## src/rtl/mux_5.sv

```systemverilog
// Five-source WIDTH-bit select mux. Codes 0-4 pass combinationally;
// codes 5-7 (and unknown selects) replay the last validly selected value.
module mux_5 #(
  parameter int WIDTH = 32
) (
  input  logic             clk,
  input  logic             reset_n,
  input  logic [WIDTH-1:0] d0,
  input  logic [WIDTH-1:0] d1,
  input  logic [WIDTH-1:0] d2,
  input  logic [WIDTH-1:0] d3,
  input  logic [WIDTH-1:0] d4,
  input  logic [2:0]       s,
  output logic [WIDTH-1:0] y,
  output logic             sel_valid
);

  logic [WIDTH-1:0] sel_data_s;
  logic             sel_valid_s;
  logic [WIDTH-1:0] hold_d;
  logic [WIDTH-1:0] hold_q;

  // Decode the select; an X/Z select matches no item and lands in default.
  always_comb begin
    sel_valid_s = 1'b0;
    sel_data_s  = '0;
    case (s)
      3'd0: begin sel_valid_s = 1'b1; sel_data_s = d0; end
      3'd1: begin sel_valid_s = 1'b1; sel_data_s = d1; end
      3'd2: begin sel_valid_s = 1'b1; sel_data_s = d2; end
      3'd3: begin sel_valid_s = 1'b1; sel_data_s = d3; end
      3'd4: begin sel_valid_s = 1'b1; sel_data_s = d4; end
      default: begin
        sel_valid_s = 1'b0;
        sel_data_s  = '0;
      end
    endcase
  end

  // Next hold value and the forwarded output.
  always_comb begin
    hold_d    = hold_q;
    y         = hold_q;
    sel_valid = sel_valid_s;
    if (sel_valid_s) begin
      hold_d = sel_data_s;
      y      = sel_data_s;
    end else begin
      hold_d = hold_q;
      y      = hold_q;
    end
  end

  // Hold register: cleared asynchronously, refreshed only on valid selects.
  always_ff @(posedge clk or negedge reset_n) begin
    if (!reset_n) begin
      hold_q <= '0;
    end else begin
      hold_q <= hold_d;
    end
  end

endmodule

```

## config.mk

```make
export PLATFORM = sky130hd
export DESIGN_NAME = mux_5
export DESIGN_NICKNAME = d
export VERILOG_FILES = /design/src/rtl/mux_5.sv
export SDC_FILE = /design/constraint.sdc
export NUM_CORES = 1
export LEC_CHECK = 0
export ABC_AREA = 1
export BUFFER_PORTS_ARGS = -buffer_cell sky130_fd_sc_hd__buf_2
export CORE_MARGIN = 5
export CORE_UTILIZATION = 37
export CTS_CLUSTER_DIAMETER = 100
export DETAILED_ROUTE_END_ITERATION = 10
export HOLD_SLACK_MARGIN = 0.05
export PLACE_DENSITY = 0.88
export SETUP_SLACK_MARGIN = 0.1
export SYNTH_ARGS = -nofsm -noshare
export SYNTH_HDL_FRONTEND = slang
export SYNTH_SLANG_ARGS = --single-unit
export TNS_END_PERCENT = 1
```

## constraint.sdc

```tcl
create_clock -name clk -period 1.32 [get_ports clk]
set_input_delay 0.264 -clock clk [delete_from_list [all_inputs] [get_ports clk]]
set_output_delay 0.264 -clock clk [all_outputs]
set_load 0.005 [all_outputs]
```

# Word level (Yosys, flattened, before mapping)

Cells that the tools add are included.

Equal/unequal tests: 4
Multiplexer cells: 3
Reduce and logical (&&, ||, !) cells: 2

Operators by type and width:

| operator                                                              | number |
|---|---|
| 32-bit one-hot mux with 5 select lines                                | 1 |
| 32-bit 2-to-1 mux                                                     | 1 |
| 3-bit by 2-bit equality test with 1-bit output, second input constant | 2 |
| 5-bit OR reduction                                                    | 1 |
| 3-bit by 1-bit equality test with 1-bit output, second input constant | 1 |
| 3-bit equality test, second input constant                            | 1 |
| 3-bit zero test                                                       | 1 |
| 1-bit 2-to-1 mux                                                      | 1 |

Logic and storage cells: 10
Output and inout port bits: 33
Register bits: 32
Input port bits: 165

# Logic depth before layout (Yosys ltp)

Gate-level depths: netlist (run 1).

Depth in word-level cells: 4
Depth in mapped cells: 8
Mapped depth without buffers: 5

# Least setup slack after synthesis (run 1)

No wires, ideal clock.

Path type: input to output
Start point: input s[2]
End point: output y[10]
Required time: 1,056 ps
Stages: 8
Buffers on the path: 3
Data arrival time: 1,039 ps
Slack: 17 ps
Path through: buf_4 > inv_2 > buf_6 > buf_2 > nand4_1 > nand2_1 > nor2_1 > nand3_1

Word-level cells in the longest chain between the ends: 4
Elaborated cells between the ends (all ways): 9
Those cells by class: 4 x eq/ne; 3 x mux; 2 x reduce/logical

RTL lines:

| item                                        | RTL line | source |
|---|---|---|
| start, declared                             | 13       | `input logic [2:0] s,` |
| 3-bit equality test (tied with other cells) | 27       | `case (s)` |
| 5-bit OR reduction (no source line)         | -        |  |
| 1-bit 2-to-1 mux                            | 27       |  |
| 32-bit 2-to-1 mux (*)                       | 45       | `if (sel_valid_s) begin` |
| end, declared                               | 14       | `output logic [WIDTH-1:0] y,` |

Every way passes the cells marked *; elsewhere a longest branch is shown, timed or not.

# Worst setup path in the final report (run 1)

Ends and elaborated chain as after synthesis.

==> metrics.txt, run 1 <==
First-pass DRT Iterations=5; Hold Fails Final Rpt=0; top-area cell type share of the netlist area=30.70%; Syn Nets=564; WP data required=~1100 ps; Clk Latency, worst-skew pair=280 ps; type of origin of the critical path=primary input; Antenna diodes=0; Mean Syn Cell Area=roughly 6.5 µm²; simple-gate area share of the yosys netlist=a little under 60%; largest net degree at the start of global routing=a little over 40; final total power=roughly 3.3 mW; Crit Path Class=in2out; final setup skew=0 ps; post-synthesis xor/xnor area fraction=0%; non-filler cells, final=719; Pwr Density=741.0 nW/µm²; Max Fclk=about 0.63 GHz; Max-Cap Viols=0; CTS tree=done; DRC Markers=0; GR Overflow Total=0; final setup fails=33; RSZ-0062 raised after global routing=true; Regs by FF count=hold_q x32; Worst slew margin=~70%; pre-CTS setup slack=-401.5 ps; crit path cell chain=buf_6 -> buf_8 -> nor2_4 -> buf_6 -> buf_12 -> nand3_1 -> nand2_1 -> nor2_1 -> nand3_1 -> buf_2; Synth Area in Adders=0%; Largest register FFs=32; area of the mapped netlist=between 2000 and 3000 µm²; Clock transition at path regs=roughly 70 ps; P&R area growth vs syn=71.80%; Synth area leaders=dfrtp_1 31%, nand3_1 18%, nand2_1 18%, nand4_1 15%, nor2_1 4.6%; Hold Path Class=in2reg; Yosys top cell by area=dfrtp_1; Final Wtd Congestion=~0.86; worst reg-to-reg path cell count=6; initial antenna violation count=0; DIE WIDTH=between 90 and 100 µm; total die area=slightly below 9000 µm²; CTS Sinks=32; Core Footprint=between 6000 and 7000 µm²; final slew viol count=0; largest family of logic cells by synthesized area=simple AND/OR/NAND/NOR gates; via count=4,045; CP Data Arrival Time=around 1300 ps; Top reg by flops=hold_q; Worst Setup End Kind=output port; # port buffers=197; vias in the first global route=3,838; register bit total from synthesis=32; post-DP HPWL=just over 8000 µm; crit-path leading delay family=buffers and inverters; slowest CP cell=buf_2; I/O pin cnt=a little under 200; global-route wire length before repair=approximately 18,000 µm; Stages on worst setup path=10; Compound-Gate Fraction of Synth Area=0%; failing checks=negative setup slack; CP bufs+invs=5; Die Ht=about 94 µm; Total GRT Usage=25.77%; Hold Path Cell Cnt=3; sequential share of the synthesized area=30.70%; Num CTS Buffers=5; Post-Route WL=13,030 µm; crit share post-route=121.0%; DR WL/cell=roughly 18 µm; post-synth cell types=16; Vias/cell=~5.6; critical path peak fanout=6; fin crit period=~1600 ps; row count=30; mux contribution to synthesized area=0%; Initial Util=a little under two fifths; placed cell count=around 690; initial drt markers=~360; Tightest Pin Transition=between 400 and 500 ps; H-tree depth=2; root buffer selected by CTS=clkbuf_8; maximum vdd ir drop=approximately 0.41 mV; status=complete, but fails checks; synth warn=0; Pleak=approximately 2.5 nW; Syn Inst Count=between 300 and 400; setup ws final=-276.6 ps; fraction of layout cells with a size suffix above 1=50.08%; nets=about 800; Clock Tree Buf Depth=2; Crit path largest cell delay=150 ps; Routed Antenna Nets=0
-- power breakdown --
group	internal, mW	total (mW)	leakage, nW	switching [mW]
Combinational	0.680	1.37	2.07	0.689
Sequential	1.11	1.15	0.393	0.0389
Clock	0.426	0.799	0.0455	0.373
Total	2.22	3.32	2.51	1.10
-- synth_stat cells --
library cell,number
inv_2,2
dfrtp_1,32
nand3_1,96
inv_1,1
nand4_1,64
buf_2,21
clkbuf_4,3
nand2_1,128
buf_6,9
nor3_4,1
buf_4,4
nor2_2,1
clkbuf_1,2
nor2_1,32
nor2_4,2
buf_1,1
-- cells in the final DEF, fill, tap and decap left out, types with 16 or more instances in the layout --
| master | synthesis | final |
|---|---|---|
| dfrtp_1 | 32 | 32 |
| buf_4 | 4 | 26 |
| nand4_1 | 64 | 64 |
| nand3_1 | 96 | 72 |
| nand3_2 | 0 | 23 |
| nor2_1 | 32 | 21 |
| buf_2 | 21 | 194 |
| buf_6 | 9 | 16 |
| nand2_1 | 128 | 118 |
-- worst paths after layout --
path / start / end / slack [ps]
worst min register to register: hold_q[24]$_DFF_PN0_ / hold_q[24]$_DFF_PN0_ / 480
min in group asynchronous: reset_n / hold_q[30]$_DFF_PN0_ / 460
max in group asynchronous: reset_n / hold_q[2]$_DFF_PN0_ / 400
worst min-delay path: d0[25] / hold_q[25]$_DFF_PN0_ / 210
worst max-delay path: s[2] / y[10] / -280
worst max register to register: hold_q[16]$_DFF_PN0_ / hold_q[16]$_DFF_PN0_ / 170
-- per-stage QoR --
step	TNS, ps	hold WS (ps)	util, %	area, µm²
after floorplan	0	-31.59	-	2674
after global routing	-8747	206.8	65.60	4482
after detailed placement	-14710	237.0	55.26	3775
final	-6727	212.0	65.60	4482
after CTS	-6870	201.4	61.28	4187
after global placement	-12890	227.3	55.26	3775
-- routing by layer --
metal	vias up	track usage, %	share of wire, %
li1	1843	-	-
met2	301	45.59	50
met1	1849	30.88	37
met3	52	4.647	9.9
met4	0	9.627	3.3
met5	-	0	0
-- final cells by class --
type,count,area [µm²]
fill,607,2350
inverter,3,13.76
multi-input combinational,325,1728
timing repair buffer,255,1729
sequential,32,800.8
tap,96,120.1
clock buffer,8,90.09
-- cells by family (layout without fill, tap and decap cells) --
| family | count (synthesis) | in the layout |
|---|---|---|
| buffers and inverters | 43 | 266 |
| AND/OR/NAND/NOR | 324 | 325 |
| flip-flops | 32 | 32 |
-- worst register-to-register path, stage by stage (launching register included) --
cell and delay [ps]:
dfrtp_1 360, nand2_1 80, nand3_2 100, buf_4 140
buf_4 120, buf_4 120, buf_4 120
-- what timing repair did --
action	in CTS	in global routing
hold endpoints to repair	16	0
pin swaps	10	27
hold buffers	1	0
resized for setup	53	26
setup endpoints to repair	33	34
cloned	5	5
setup buffers	8	7
(Power assumes the default switching activity.)
==> run 2, diff against run 1 <==
--- a/config.mk
+++ b/config.mk
@@ -13,6 +13,7 @@
 export DETAILED_ROUTE_END_ITERATION = 10
 export HOLD_SLACK_MARGIN = 0.05
 export PLACE_DENSITY = 0.88
+export REMOVE_ABC_BUFFERS = 1
 export SETUP_SLACK_MARGIN = 0.1
 export SYNTH_ARGS = -nofsm -noshare
 export SYNTH_HDL_FRONTEND = slang
==> run 2 against run 1 <==
- the flow still finishes with violations (negative setup slack)
- first-iteration DRC count decreased by 24%
- cell count decreased by 0.70%
- clock-buffer cell count shrank 3
- clock skew is the same
- global-route usage decreased by 0.69 points
==> metrics.txt, run 2 (synthesized netlist as in run 1, its figures left out) <==
Clock Tree Buf Depth=2 (unchanged); largest net degree at the start of global routing=37 (-9.8%); P&R area growth vs syn=64.80%; root buffer selected by CTS=clkbuf_8; Sw Share=32.21% (-0.93 points); Final Wtd Congestion=0.8346 (-2.7%); final setup skew=0 ps (unchanged); NetSw=1.009 mW (-8.4%); First-pass DRT Iterations=7 (+2); Stages on worst setup path=10 (unchanged); Crit path largest cell delay=140 ps (about the same); Max-Cap Viols=0 (unchanged); Hold Path Cell Cnt=3 (unchanged); post-DP HPWL=7891 µm (-5.0%); I/O pin cnt=198 (unchanged); crit path cell chain=buf_8 -> buf_6 -> nor2_4 -> buf_12 -> clkbuf_16 -> nand3_1 -> nand2_1 -> nor2_1 -> nand3_1 -> buf_2; CP Data Arrival Time=1310 ps (-20 ps); initial drt markers=275 (-24%); worst reg-to-reg path cell count=6 (unchanged); post-layout util=62.93% (-2.7 points); Regs by FF count=hold_q x32; Pwr Density=728.4 nW/µm² (-1.7%); GR Overflow Total=0 (unchanged); type of origin of the critical path=primary input; H-tree depth=2 (unchanged); failing checks=negative setup slack; Routed Antenna Nets=0 (unchanged); Worst slew margin=67.53% (-2.4 points); Die Ht=93.97 µm (unchanged); fraction of layout cells with a size suffix above 1=47.41% (-2.7 points); internal power=2.123 mW (-4.4%); RSZ-0062 raised after global routing=true; vias in the first global route=3,799 (-1.0%); CTS Sinks=32 (unchanged); sequential power share=36.7% (+2.0 points); Initial Util=38.19% (unchanged); maximum vdd ir drop=0.4859 mV (+17%); Vias/cell=5.543 (-1.5%); Hold Path Class=in2reg; DR WL/cell=16.46 µm (-9.1%); DIE WIDTH=93.97 µm (unchanged); Total GRT Usage=25.09% (-0.69 points); Top reg by flops=hold_q; slowest CP cell=nor2_4; fin crit period=1570 ps (-26.74 ps); Crit Path Class=in2out; r2r setup slk=180 ps (about the same); row count=30 (unchanged); total die area=8830 µm² (unchanged); Clock transition at path regs=60 ps (about the same); WP data required=1060 ps (about the same); final total power=3.132 mW (-5.7%); Hold Fails Final Rpt=0 (unchanged); final slew viol count=0 (unchanged); Worst Setup End Kind=output port; Core Footprint=6832 µm² (unchanged); CP bufs+invs=5 (unchanged); pre-CTS setup slack=-399.8 ps (+1.681 ps); Pleak=2.396 nW (-4.6%); Largest register FFs=32 (unchanged); critical path peak fanout=4 (-2); via count=3,958 (-2.2%); crit-path leading delay family=buffers and inverters; multi-input logic area=1680 µm² (-2.8%); Clock power frac=21.1% (-3.0 points); nets=785 (-0.25%); Post-Route WL=11,750 µm (-9.8%); fill count=594 (-2.1%); status=complete, but fails checks; most used cell, CP=nand3_1; initial antenna violation count=0 (unchanged); final setup fails=34 (+3.0%); FF/Latch Area=800.8 µm² (unchanged); Num CTS Buffers=5 (unchanged); crit share post-route=118.9% (-2.0 points); # port buffers=197 (unchanged); commonest non-fill, non-tap cell in the layout=buf_2; combinational power share=42.1% (+0.9 points); Antenna diodes=0 (unchanged); setup ws final=-249.8 ps (+26.74 ps); DRC Markers=0 (unchanged); Fin Setup TNS=-7462 ps (-735.6 ps); most frequent cells in the layout=194 x buf_2, 122 x nand2_1, 78 x nand3_1; global-route wire length before repair=17,880 µm (-1.2%); CTS tree=done; Tightest Pin Transition=485.9 ps (+34.65 ps); Max Fclk=0.6370 GHz (+1.7%); Clk Latency, worst-skew pair=270 ps (about the same)
-- run 2: tightest hold or removal path, delay by kind of cell --
| kind | cells | cell delay [ps] |
|---|---|---|
| buffers and inverters | 1 | 80 |
| AND/OR/NAND/NOR | 2 | 120 |
-- run 2: per-stage QoR --
stage          cells  instance area (µm²)  hold slack (ps)
2_1_floorplan    359                 2338           -31.59
3_3_place_gp     687                 3782            217.2
3_5_place_dp     687                 3782            229.7
4_1_cts          707                 4100            217.0
5_1_grt          714                 4299            216.1
6_report         714                 4299            219.4
-- run 2: worst paths after layout --
path	from	end
min reg2reg	hold_q[2]$_DFF_PN0_	hold_q[2]$_DFF_PN0_
min	d0[17]	hold_q[17]$_DFF_PN0_
max in group asynchronous	reset_n	hold_q[26]$_DFF_PN0_
min in group asynchronous	reset_n	hold_q[4]$_DFF_PN0_
max	s[2]	y[7]
max reg2reg	hold_q[26]$_DFF_PN0_	hold_q[26]$_DFF_PN0_
-- run 2: power groups by stage --
stage | Combinational (mW) | Sequential, mW | Clock [mW]
2_1_floorplan | 0.356 | 1.16 | 0
5_1_grt | 1.44 | 1.16 | 0.717
3_3_place_gp | 1.05 | 1.17 | 0
6_report | 1.32 | 1.15 | 0.661
4_1_cts | 1.22 | 1.15 | 0.695
3_5_place_dp | 1.08 | 1.17 | 0
-- run 2: what timing repair did --
action,4_1_cts,5_1_grt
endpoints found under the setup margin,33,37
pin swaps,23,31
gates resized for setup,28,31
setup buffers,11,6
hold buffers,1,0
gates cloned,3,1
hold endpoints to repair,15,0
-- run 2: layout make-up --
| type | instances | share of cell area (%) |
|---|---|---|
| tap | 96 | 2.794 |
| inverter | 3 | 0.3201 |
| clock buffer | 5 | 1.601 |
| timing repair buffer | 253 | 37.57 |
| sequential | 32 | 18.63 |
| multi-input combinational | 325 | 39.09 |
-- run 2: metal layers --
layer  routed length (µm)  vias up  global-route usage [%]  share of wire [%]
li1                     -     1824                       -                  -
met1                 4378     1825                   30.96                 37
met2                 5810      277                   42.16                 49
met3                 1320       32                   5.849                 11
met4                  244        0                   9.627                2.1
met5                    0        -                       0                  0
==> run 3, diff against run 2 <==
--- a/config.mk
+++ b/config.mk
@@ -5,10 +5,9 @@
 export SDC_FILE = /design/constraint.sdc
 export NUM_CORES = 1
 export LEC_CHECK = 0
-export ABC_AREA = 1
 export BUFFER_PORTS_ARGS = -buffer_cell sky130_fd_sc_hd__buf_2
 export CORE_MARGIN = 5
-export CORE_UTILIZATION = 37
+export CORE_UTILIZATION = 36
 export CTS_CLUSTER_DIAMETER = 100
 export DETAILED_ROUTE_END_ITERATION = 10
 export HOLD_SLACK_MARGIN = 0.05
==> run 3 against run 2 <==
- the flow still finishes with violations (negative setup slack)
- synthesized cell count fell by 37%
- wire length fell by 4.0%
- first-iteration DRC count fell by 69%
- global-route usage rose by 0.29 points
- critical endpoint is now y[10]
- largest cell class is now buffers
- largest power group unchanged
==> metrics.txt, run 3 <==
Hold WS=303.7 ps (+84.33 ps); Pwr Density=744.0 nW/µm² (+2.1%); Sw Share=30.70% (-1.5 points); WP data required=1060 ps (about the same); Worst slew margin=74.97% (+7.4 points); Hold Fails Final Rpt=0 (unchanged); failing checks=negative setup slack; post-synth cell types=22 (+6); RSZ-0062 raised after global routing=true; global-route wire length before repair=17,260 µm (-3.4%); crit-path leading delay family=buffers and inverters; Max Fclk=0.6185 GHz (-2.9%); final instance area=4526 µm² (+5.3%); fraction of layout cells with a size suffix above 1=66.73% (+19 points); commonest non-fill, non-tap cell in the layout=buf_2; internal power=2.333 mW (+9.9%); Die Ht=92.54 µm (-1.5%); critical path peak fanout=7 (+3); P&R area growth vs syn=84.54%; Regs by FF count=hold_q x32; nets=667 (-15%); slowest CP cell=o211ai_1; # port buffers=197 (unchanged); NetSw=1.033 mW (+2.5%); post-DP HPWL=7605 µm (-3.6%); CTS tree=done; Crit Path Class=in2out; H-tree depth=2 (unchanged); top-area cell type share of the netlist area=32.65% (+2.0 points); vias in the first global route=3,706 (-2.4%); CP bufs+invs=4 (-1); Post-Route WL=11,280 µm (-4.0%); area of the mapped netlist=2452 µm² (-6.0%); Hold Path Class=in2reg; Crit path largest cell delay=260 ps (+120 ps); status=complete, but fails checks; Routed Antenna Nets=0 (unchanged); Clock power frac=21.4% (+0.3 points); crit path cell chain=buf_12 -> nor2_8 -> buf_6 -> buf_8 -> a22oi_2 -> o211ai_1 -> buf_2; post-layout util=67.36% (+4.4 points); Clk Latency, worst-skew pair=280 ps (about the same); Clock Tree Buf Depth=2 (unchanged); via count=3,257 (-18%); FF/Latch Area=800.8 µm² (unchanged); Setup crit start=s[0]; final setup fails=34 (unchanged); GR Overflow Total=0 (unchanged); Final Wtd Congestion=0.8412 (+0.79%); type of origin of the critical path=primary input; setup ws final=-296.8 ps (-46.99 ps); Worst Setup End Kind=output port; DR WL/cell=19.38 µm (+18%); number of synthesized flops with an enable pin=0 (unchanged); initial antenna violation count=0 (unchanged); combinational power share=44.5% (+2.4 points); Yosys top cell by area=dfrtp_1; Synth area leaders=dfrtp_1 33%, mux2_2 11%, nor2b_1 8.4%, a32oi_1 8.2%, mux2i_1 7.3%; fill count=496 (-16%); Initial Util=36.50% (-1.7 points); CTS Sinks=32 (unchanged); Mean Syn Cell Area=9.809 µm² (+50%); Antenna diodes=0 (unchanged); most common cell in the netlist=nor2b_1; worst r2r src=hold_q[20]$_DFF_PN0_; multi-input logic area=1638 µm² (-2.5%); DIE WIDTH=92.54 µm (-1.5%); Num CTS Buffers=5 (unchanged); sequential power share=34.1% (-2.6 points); most common library cells after synthesis=33 x nor2b_1, 32 x dfrtp_1; synth warn=0 (unchanged); total die area=8563 µm² (-3.0%); CP Data Arrival Time=1350 ps (+40 ps); final slew viol count=0 (unchanged); r2r setup slk=110 ps (-70 ps); largest net degree at the start of global routing=26 (-30%); Pleak=2.185 nW (-8.8%); Most used DFF post-synth=dfrtp_1; Clock transition at path regs=60 ps (about the same); fin crit period=1617 ps (+46.99 ps); row count=30 (unchanged); root buffer selected by CTS=clkbuf_8; Syn Inst Count=250 (-37%); I/O pin cnt=198 (unchanged); maximum vdd ir drop=0.4137 mV (-15%); Max-Cap Viols=0 (unchanged); sequential share of the synthesized area=32.65% (+2.0 points); Post-DP Area=3726 µm² (-1.5%); initial drt markers=85 (-69%); crit share post-route=122.5% (+3.6 points); register bit total from synthesis=32 (unchanged); Top reg by flops=hold_q; Async SR Flop Fraction=100.0% (unchanged); Core Footprint=6719 µm² (-1.6%); Vias/cell=5.596 (+0.95%); Largest register FFs=32 (unchanged); First-pass DRT Iterations=4 (-3); most frequent cells in the layout=194 x buf_2, 43 x buf_4, 32 x dfrtp_1; Tightest Pin Transition=375.4 ps (-110.5 ps); Total GRT Usage=25.38% (+0.29 points); final setup skew=0 ps (unchanged); Hold Startpoint=d2[15]; DRC Markers=0 (unchanged)
run 3: cells by family (layout without fill, tap and decap cells):
kind of cell	after synthesis	in the layout	synth area share (%)
muxes	41	41	17.91
buffers and inverters	30	282	7.704
DFF	32	32	32.65
and+or+nand+nor	59	59	13.16
AOI/OAI and AO/OA	88	88	28.57
run 3: metrics by stage:
step / worst slack [ps] / setup TNS [ps] / std cells / power [mW]
final: -296.8 / -7482 / 582 / 3.367
after global routing: -336.3 / -9151 / 582 / 3.559
after CTS: -253.2 / -7126 / 575 / 3.306
after detailed placement: -477.3 / -17900 / 540 / 2.282
after global placement: -401.5 / -15760 / 540 / 2.233
after floorplan: -588.4 / -32000 / 221 / 1.556
run 3: power by group through the flow:
stage / registers (mW) / clock network (mW) / logic [mW]
global route: 1.16 / 0.796 / 1.60
finish: 1.15 / 0.721 / 1.50
global placement: 1.16 / 0 / 1.08
detailed placement: 1.16 / 0 / 1.12
floorplan: 1.15 / 0 / 0.406
CTS: 1.15 / 0.758 / 1.40
run 3: tightest hold or removal path, delay by kind of cell:
| family | cells | cell delay (ps) |
|---|---|---|
| AOI/OAI and AO/OA | 2 | 190 |
| buffers and inverters | 1 | 70 |
run 3: worst paths after layout:
kind,end,cells after the start
worst max-delay path,y[10],7
worst min-delay path,hold_q[15]$_DFF_PN0_,3
worst max register to register,hold_q[20]$_DFF_PN0_,6
worst min register to register,hold_q[28]$_DFF_PN0_,2
max in group asynchronous,hold_q[26]$_DFF_PN0_,3
min in group asynchronous,hold_q[12]$_DFF_PN0_,2
run 3: what timing repair did:
action / CTS / global route
hold buffers: 1 / 0
buffers inserted: 20 / 7
setup endpoints to repair: 46 / 38
resized for setup: 50 / 20
pin swaps: 14 / 16
cloned: 7 / 0
endpoints found under the hold margin: 13 / 0
run 3: cell type report:
| cell class | count | area share [%] |
|---|---|---|
| clock buffers | 6 | 1.604 |
| clock inverters | 1 | 0.1106 |
| repair buffers | 274 | 42.11 |
| inverters | 1 | 0.08294 |
| multi-input cells | 188 | 36.19 |
| well taps | 80 | 2.212 |
| flip-flops and latches | 32 | 17.69 |
run 3: routing by layer:
metal | part of all wire, % | track usage [%] | vias up
met4 | 2.9 | 11.26 | 0
li1 | - | - | 1488
met2 | 52 | 45.98 | 200
met5 | 0 | 0 | -
met1 | 36 | 27.41 | 1538
met3 | 9.1 | 6.905 | 31
